--- src/rtl/lane_splitter.sv ---
// Splits one LANES*LANE_W word across per-lane outputs (parallel) or streams it slice by slice on lane 0 (serial); 1-cycle latency.
// in_ready stalls until every pending lane drains this cycle (parallel) or the last serial slice is being taken.
module lane_splitter #(
    parameter int LANE_W = 16,
    parameter int LANES  = 2
) (
    input  logic                      clock,
    input  logic                      reset,
    input  logic                      in_valid,
    output logic                      in_ready,
    input  logic [LANES*LANE_W-1:0]   in_data,
    input  logic                      in_mode,
    output logic [LANES-1:0]          out_valid,
    input  logic [LANES-1:0]          out_ready,
    output logic [LANES*LANE_W-1:0]   out_data,
    output logic [15:0]               word_count
);

    localparam int IDX_W = $clog2(LANES);
    localparam logic [IDX_W-1:0] LAST = IDX_W'(LANES - 1);

    typedef enum logic [1:0] {EMPTY, PAR, SER} state_t;

    state_t                       state;
    logic [IDX_W-1:0]             idx;
    logic [(LANES-1)*LANE_W-1:0]  hold;

    logic                         in_xfer;
    logic [LANES-1:0]             lane_xfer;
    logic [LANES-1:0]             par_left;
    logic [LANE_W-1:0]            next_slice;

    always_comb begin
        in_ready = 1'b0;
        if (!reset) begin
            case (state)
                EMPTY:   in_ready = 1'b1;
                PAR:     in_ready = &(~out_valid | out_ready);
                SER:     in_ready = (idx == LAST) && out_ready[0];
                default: in_ready = 1'b0;
            endcase
        end
    end

    assign in_xfer   = in_valid & in_ready;
    assign lane_xfer = out_valid & out_ready;
    assign par_left  = out_valid & ~out_ready;

    // hold[] keeps slices 1..LANES-1, so slice idx+1 of the word sits at hold index idx
    always_comb begin
        next_slice = '0;
        for (int k = 0; k < LANES - 1; k++) begin
            if (idx == IDX_W'(k))
                next_slice = hold[k*LANE_W +: LANE_W];
        end
    end

    always_ff @(posedge clock or posedge reset) begin
        if (reset) begin
            state      <= EMPTY;
            idx        <= '0;
            out_valid  <= '0;
            out_data   <= '0;
            hold       <= '0;
            word_count <= '0;
        end else if (in_xfer) begin
            word_count <= word_count + 16'd1;
            if (!in_mode) begin
                out_data  <= in_data;
                out_valid <= '1;
                state     <= PAR;
            end else begin
                out_data[LANE_W-1:0] <= in_data[LANE_W-1:0];
                out_valid            <= {{(LANES-1){1'b0}}, 1'b1};
                hold                 <= in_data[LANES*LANE_W-1:LANE_W];
                idx                  <= '0;
                state                <= SER;
            end
        end else begin
            case (state)
                PAR: begin
                    out_valid <= par_left;
                    if (par_left == '0)
                        state <= EMPTY;
                end
                SER: begin
                    if (lane_xfer[0]) begin
                        if (idx == LAST) begin
                            out_valid <= '0;
                            idx       <= '0;
                            state     <= EMPTY;
                        end else begin
                            idx                  <= idx + 1'b1;
                            out_data[LANE_W-1:0] <= next_slice;
                        end
                    end
                end
                default: ;
            endcase
        end
    end

endmodule

--- config.mk ---
export PLATFORM = sky130hd
export DESIGN_NAME = lane_splitter
export DESIGN_NICKNAME = d
export VERILOG_FILES = /design/src/rtl/lane_splitter.sv
export SDC_FILE = /design/constraint.sdc
export NUM_CORES = 1
export LEC_CHECK = 0
export BUFFER_PORTS_ARGS = -buffer_cell sky130_fd_sc_hd__buf_2
export CAP_MARGIN = 5
export CORE_ASPECT_RATIO = 0.7
export CORE_UTILIZATION = 40
export DETAILED_ROUTE_END_ITERATION = 10
export GPL_TIMING_DRIVEN = 1
export SYNTH_ARGS = -nofsm -noshare
export SYNTH_HDL_FRONTEND = slang
export SYNTH_SLANG_ARGS = --single-unit
--- constraint.sdc ---
create_clock -name clock -period 3.27 [get_ports clock]
set_input_delay 0.654 -clock clock [delete_from_list [all_inputs] [get_ports clock]]
set_output_delay 0.654 -clock clock [all_outputs]
set_load 0.01 [all_outputs]
==> results of run 1 <==
cells by family after synthesis:
kind of cell / after synthesis / share of synthesized area (%)
flip-flops: 69 / 55.8
AND/OR/NAND/NOR: 62 / 11.9
multiplexers: 49 / 19.3
AO/OA/AOI/OAI: 25 / 5.54
XOR/XNOR: 15 / 4.25
buffers and inverters: 14 / 2.83
adder cells (fa/ha/maj): 1 / 0.405
registers in the layout, summed over array words and instances (netlist names):
name / cells
state: 2
out_valid: 2
out_data: 32
idx: 1
hold: 16
word_count: 16
cells in the final DEF, fill, tap and decap left out, types with 3 or more instances in the layout:
cell	instances
clkbuf_8	10
nor2_1	3
nand4_1	6
nor3_1	4
nand2_1	8
mux2_4	17
buf_2	88
mux2i_1	16
xor2_1	4
nand3_1	21
o21ai_0	19
buf_4	6
and3_1	3
mux2_2	16
dfrtp_1	69
xnor2_1	11
nor2b_1	3
final cells by class:
type,instances,area [um^2]
clock buffers,12,145
fillers,674,3540
flip-flops and latches,69,1730
multi-input cells,152,1290
repair buffers,95,505
well taps,98,123
inverters,2,7.51
clock inverters,4,47.5
path summary, 6_finish.rpt:
| check | startpoint | end | cells past startpoint |
|---|---|---|---|
| max | state[1] | in_ready | 4 |
| min | reset | hold[10] | 2 |
| max reg2reg | state[1] | out_data[26] | 5 |
| min reg2reg | word_count[15] | word_count[15] | 1 |
| max in group asynchronous | reset | hold[4] | 3 |
| min in group clock | word_count[15] | word_count[15] | 1 |
power groups by stage:
stage	registers, mW	logic (mW)	clock network (mW)
after floorplan	1.52	0.705	0
after global placement	1.45	1.22	0
after detailed placement	1.46	1.24	0
after CTS	1.45	1.25	0.702
after global routing	1.50	1.36	0.747
final	1.45	1.23	0.681
worst max-delay path, stage by stage, from the launching register on:
cell and delay [ps]:
dfrtp_1 440, nand2b_2 240, o32a_1 490, nor2_1 140, buf_2 140
metal layers:
metal | routed length (um) | share of wire (%)
met5 | 0 | 0
met4 | 23 | 0.33
met3 | 439 | 6.3
met2 | 3000 | 43
met1 | 3510 | 50
==> reports/results.ini, run 1 <==
[clocking]
post_cts_buffers=0
cts_root_buffer=clkbuf_8
numCtsBuffers=9
cts_hold_buf=0
htree_levels=3
clk_latency_ps=330
clock_sinks=69
cts_tree=built
clockBufferDepth=2
cts_resized=0
path_clk_slew_ps=70

[outcome]
outcome=complete, no violations

[drt]
viasPerCell=4.96
wl_per_cell_um=16.1
drt_iter0_drc=57
drc=0
num_vias=2143
firstDrtPassIters=4
ant_nets=0
finalWirelength_um=6970

[hold_path]
hold_class=in -> async

[synthesis]
synth_cell_type_count=39
synth_area_leaders=dfrtp_1 56%, mux2_4 8.3%, mux2_2 5.8%, mux2i_1 5.2%, nand3_1 3.4%
synth_common_cells=69 x dfrtp_1, 21 x nand3_1, 19 x o21ai_0
synth_cells=235
synth_top_flop_cell=dfrtp_1
ys_seq_area_share_pct=55.8
avgSynthCellArea_um2=13.2
yosys.area.top_type_share_pct=55.8
synthesis.area_um2=3090
synth-edff-count=0
yosys.area.top_type=dfrtp_1
async_flop_share_pct=100
syn_nets=274
yosysMostFrequentCell=dfrtp_1
ys_warn_count=0
synth-seq-cells=69

[timing]
finalSetupTns_ps=0
final.setup_skew_ps=7.63
hold_viol_final=0
holdWs_ps=419
slew_viol_final=0
max_freq_ghz=0.411
grt_setup_unrepaired=false
worst_pin_slew_ps=653
setup_viol=0
relSlewSlack_pct=56.5
fin_crit_ps=2430
fin_ws_ps=836
fin_crit_sh_pct=74.4

[global_route]
grt_pass1_wl_um=11200
grt_util_met2_pct=25.8
antenna_found_initial=0
overflow=0
grt_max_degree=42
grtUsageTotal_pct=18.8
grt_util_met3_pct=6.50
top_usage_layer=met1
grtUsageMet1_pct=27.7
grt_pass1_vias=2103

[floorplanning]
initial_utilization_pct=41.9
dieWidth_um=107
coreArea_um2=7380
dieArea_um2=8090
std_cell_rows=26
ioPinCount=89
die_h_um=75.6

[power_and_ir_drop]
p_per_area_nw_per_um2=876
power.leakage_nw=1.84
p_seq_share_pct=43.1
peakVddDrop_mv=0.397
p_sw_mw=1.16
p_comb_share_pct=36.7
power_mw=3.36
swShare_pct=34.4
clockPowerShare_pct=20.3
p_int_mw=2.21

[place]
dpl_cell_area_um2=3650
place_ws_ps=890
dp_hpwl_um=4830
io_buffers=88
placed_cells=416
place_congestion=0.718

[finish]
final_nets=368
area_growth_pct=24.2
fin_util_pct=52.0
fin_cells=432
final_area_um2=3840
layout-drive-gt1-share_pct=44.9
n_antenna_cell=0

[setup_path]
ff2ff_setup_slack_ps=1070
start_kind=flip-flop
worstPathMaxFanout=7
endpoint_kind=output pin
crit_type=reg -> out
crit_required_ps=2620
worstPathArrival_ps=1780

[run]
max_cap_viol_count=0

Note: power is estimated with default switching activity, not from simulation.
==> inputs of run 2 (changes only) <==
--- a/config.mk
+++ b/config.mk
@@ -11,6 +11,7 @@
 export CORE_UTILIZATION = 40
 export DETAILED_ROUTE_END_ITERATION = 10
 export GPL_TIMING_DRIVEN = 1
+export PLACE_DENSITY = 0.67
 export SYNTH_ARGS = -nofsm -noshare
 export SYNTH_HDL_FRONTEND = slang
 export SYNTH_SLANG_ARGS = --single-unit
==> constraint.sdc (replaced) <==
create_clock -name clock -period 2.2 [get_ports clock]
set_input_delay 0.44 -clock clock [delete_from_list [all_inputs] [get_ports clock]]
set_output_delay 0.44 -clock clock [all_outputs]
set_load 0.01 [all_outputs]
==> run 2 against run 1 <==
- clock power increased by 45%
- largest cell class unchanged
- via count is 4.0% higher
- routed wire length decreased by 1.9%
- utilization grew 0.69 points
- sequential share of layout area decreased by 0.56 points
- worst hold slack got worse by 340 ps
- final area rose by 1.3%
- largest power group unchanged
- clock skew rose by 1.6 ps
- sequential power grew 48%
- non-clock buffer count is 7 higher
- combinational power increased by 54%
- flip-flop and latch count unchanged
==> reports/results.ini, run 2 (synthesis results as in run 1) <==
[outcome]
outcome=complete, no violations

[finish]
final_common_cell=buf_2
final_area_um2=3890
top_regs=out_data x32, hold x16, word_count x16
final_nets=375
largest_reg_flops=32
n_antenna_cell=0
area_growth_pct=25.9
final_cell_mix=88 x buf_2, 68 x dfrtp_1, 21 x nand3_1
top_register=out_data
layout-drive-gt1-share_pct=46.9
fin_util_pct=52.7

[hold_path]
hold_class=in -> async

[global_route]
overflow=0
grt_max_degree=57
grtUsageTotal_pct=18.3
antenna_found_initial=0
grt_pass1_wl_um=11000
grt_pass1_vias=2209

[clocking]
clk_latency_ps=340
clockBufferDepth=2
cts_tree=built
path_clk_slew_ps=80
clock_sinks=69
cts_root_buffer=clkbuf_8
numCtsBuffers=9
htree_levels=3

[floorplanning]
die_h_um=75.6
dieArea_um2=8090
coreArea_um2=7380
dieWidth_um=107
initial_utilization_pct=41.9
std_cell_rows=26
ioPinCount=89

[drt]
num_vias=2229
wl_met3_um=436
met2_length_um=3060
drc=0
wl_per_cell_um=15.6
ant_nets=0
wl_met1_um=3260
topRoutingLayerUsed=met4
finalWirelength_um=6840
drt_iter0_drc=59
firstDrtPassIters=4
viasPerCell=5.08

[power_and_ir_drop]
peakVddDrop_mv=0.504
p_seq_share_pct=42.6
p_sw_mw=1.73
clockPowerShare_pct=19.6
swShare_pct=34.3
power.leakage_nw=1.88
p_comb_share_pct=37.8
p_per_area_nw_per_um2=1290
p_int_mw=3.31

[timing]
fin_crit_ps=2140
final.setup_skew_ps=9.25
worst_pin_slew_ps=346
max_freq_ghz=0.468
setup_viol=0
fin_crit_sh_pct=97.2
relSlewSlack_pct=76.9
slew_viol_final=0
fin_ws_ps=61.7
hold_viol_final=0
finalSetupTns_ps=0

[setup_path]
max_stage_delay_ps=410
crit_slowest_cell=dfrtp_1
crit_required_ps=1760
endpoint_kind=output pin
crit_buf_inv=2
start_kind=flip-flop
critPathTopFamily=flip-flops
crit_type=reg -> out
worstPathMaxFanout=6
crit_chain=nor2b_1, o32a_1, buf_4, nor2_1, buf_2
worstPathArrival_ps=1700
ff2ff_setup_slack_ps=200

[place]
io_buffers=88
dpl_cell_area_um2=3680
dp_hpwl_um=4860
place_ws_ps=241
place_congestion=0.767

[run]
max_cap_viol_count=0

[run 2: cell count changes in the layout (fill, tap and decap cells not counted), sizes merged]
cell and delta:
clkinv +3, clkbuf -3, buf +7
[run 2: final timing paths]
kind,start,endpoint,cells past startpoint
hold / removal,reset,hold[0],2
max in group asynchronous,reset,out_data[1],3
hold reg to reg,word_count[15],word_count[15],1
setup / recovery,out_valid[0],in_ready,5
min in group clock,in_data[2],out_data[2],3
setup reg to reg,out_valid[0],out_data[30],6
[run 2: cell type report]
cell class	count	area [um^2]
multi-input cells	152	1290
fillers	655	3490
clock buffers	9	124
flip-flops and latches	69	1730
repair buffers	102	558
well taps	98	123
inverters	2	7.51
clock inverters	7	66.3
[run 2: through the flow]
step           hold WS (ps)  std cells  total power, mW
2_1_floorplan           479        235             3.31
3_3_place_gp            442        420             3.98
3_5_place_dp            447        420             4.04
4_1_cts                66.1        437             5.07
5_1_grt                87.3        439             5.37
6_report               80.0        439             5.03
[run 2: timing repair]
item,in CTS,in global routing
endpoints found under the setup margin,1,1
buffers inserted,1,2
hold buffers,0,0
pin swaps,0,1
resized for setup,1,0
hold endpoints to repair,0,0
[run 2: power groups by stage]
stage	Combinational [mW]	Sequential, mW	Clock, mW
after floorplan	1.05	2.26	0
after global placement	1.82	2.16	0
after detailed placement	1.87	2.17	0
after CTS	1.90	2.15	1.03
after global routing	2.09	2.20	1.07
final	1.90	2.14	0.985
[run 2: metal layers]
layer  up-vias  global-route usage [%]
li1       1045                       -
met1      1102                    25.0
met2        70                    27.2
met3        12                    6.84
met4         0                    6.54
met5         -                       0
==> inputs of run 3 (changes only) <==
--- a/config.mk
+++ b/config.mk
@@ -7,7 +7,6 @@
 export LEC_CHECK = 0
 export BUFFER_PORTS_ARGS = -buffer_cell sky130_fd_sc_hd__buf_2
 export CAP_MARGIN = 5
-export CORE_ASPECT_RATIO = 0.7
 export CORE_UTILIZATION = 40
 export DETAILED_ROUTE_END_ITERATION = 10
 export GPL_TIMING_DRIVEN = 1
==> run 3 against run 2 <==
- non-clock buffer count up 1
- utilization up 0.80 points
- fmax about the same
- register-to-register slack about the same
- clock skew about the same
- global-route usage up 0.12 points
- largest power group unchanged
- largest cell class unchanged
- first-iteration DRC count up 93%
- cell count up 0.46%
==> reports/results.ini, run 3 (synthesis results as in run 1) <==
[outcome]
outcome=complete, no violations

[clocking]
path_clk_slew_ps=80
clock_sinks=69
clockBufferDepth=2
htree_levels=3
numCtsBuffers=9
cts_root_buffer=clkbuf_8
cts_tree=built
clk_latency_ps=340

[timing]
setup_viol=0
worst_pin_slew_ps=474
hold_viol_final=0
fin_crit_ps=2140
final.setup_skew_ps=9.42
fin_ws_ps=59.8
relSlewSlack_pct=68.4
grt_setup_unrepaired=false
max_freq_ghz=0.467
holdWs_ps=219
slew_viol_final=0
fin_crit_sh_pct=97.3
finalSetupTns_ps=0

[floorplanning]
dieArea_um2=8080
initial_utilization_pct=42.0
die_h_um=89.9
ioPinCount=89
std_cell_rows=31
coreArea_um2=7370
dieWidth_um=89.9

[finish]
final_common_cell=buf_2
fin_util_pct=53.5
largest_reg_flops=32
top_regs=out_data x32, hold x16, word_count x16
layout-drive-gt1-share_pct=47.1
top_register=out_data
n_antenna_cell=0
final_nets=376
final_cell_mix=88 x buf_2, 68 x dfrtp_1, 21 x nand3_1
area_growth_pct=27.6

[global_route]
grt_pass1_wl_um=11600
grt_max_degree=38
overflow=0
grtUsageTotal_pct=18.5
grt_pass1_vias=2292
antenna_found_initial=0

[power_and_ir_drop]
peakVddDrop_mv=0.617
power_mw=5.27
p_per_area_nw_per_um2=1340
power.leakage_nw=1.90

[setup_path]
crit_required_ps=1760
start_kind=flip-flop
endpoint_kind=output pin
crit_type=reg -> out
worstPathMaxFanout=6
worstPathArrival_ps=1700

[drt]
num_vias=2242
viasPerCell=5.08
firstDrtPassIters=6
ant_nets=0
drc=0
finalWirelength_um=7120
drt_iter0_drc=114
wl_per_cell_um=16.1

[place]
place_ws_ps=225
dp_hpwl_um=4830
io_buffers=88
place_congestion=0.742

[run]
max_cap_viol_count=0

[hold_path]
hold_class=in -> async

-- run 3: layout make-up --
cell class,instances,area [um^2]
Fill cell,661,3430
Clock inverter,4,70.1
Inverter,2,7.51
Timing Repair Buffer,103,566
Clock buffer,12,155
Tap cell,99,124
Sequential cell,69,1730
Multi-Input combinational cell,152,1290
-- run 3: metrics by stage --
step / area, um^2 / std cells
2_1_floorplan: 3090 / 235
3_3_place_gp: 3660 / 419
3_5_place_dp: 3660 / 419
4_1_cts: 3900 / 436
5_1_grt: 3940 / 441
6_report: 3940 / 441
-- run 3: routing by layer --
| layer | global-route usage, % | part of all wire [%] | up-vias |
|---|---|---|---|
| met4 | 7.12 | 1.3 | 0 |
| met2 | 30.8 | 50 | 45 |
| li1 | - | - | 1061 |
| met1 | 23.1 | 45 | 1129 |
| met5 | 0 | 0 | - |
| met3 | 4.57 | 3.7 | 7 |
-- run 3: critical path: stages (launching register included) --
cell      delay (ps)
dfrtp_1          430
nand2b_4         170
o32a_1           370
buf_4            170
nor2_1            80
buf_2            130
-- run 3: where the power goes --
part	switching, mW	internal (mW)	leakage [nW]	total (mW)
Sequential	0.364	1.80	0.856	2.16
Clock	0.483	0.698	0.116	1.18
Combinational	0.913	1.01	0.928	1.93
-- run 3: worst paths after layout --
| check | start | to | slack [ps] | depth (start not counted) |
|---|---|---|---|---|
| worst min-delay path | reset | word_count[7] | 220 | 3 |
| worst max-delay path | state[1] | in_ready | 60 | 5 |
| worst max register to register | state[1] | out_data[25] | 200 | 6 |
| min in group clock | in_data[0] | out_data[0] | 310 | 3 |
| worst min register to register | word_count[15] | word_count[15] | 470 | 1 |
| max in group asynchronous | reset | hold[7] | 1630 | 3 |
-- run 3: timing repair --
action,in CTS,in global routing
buffers inserted,1,5
pin swaps,1,1
endpoints found under the setup margin,1,1
cloned,0,0
gates resized for setup,0,3
hold buffers,0,0
endpoints found under the hold margin,0,0
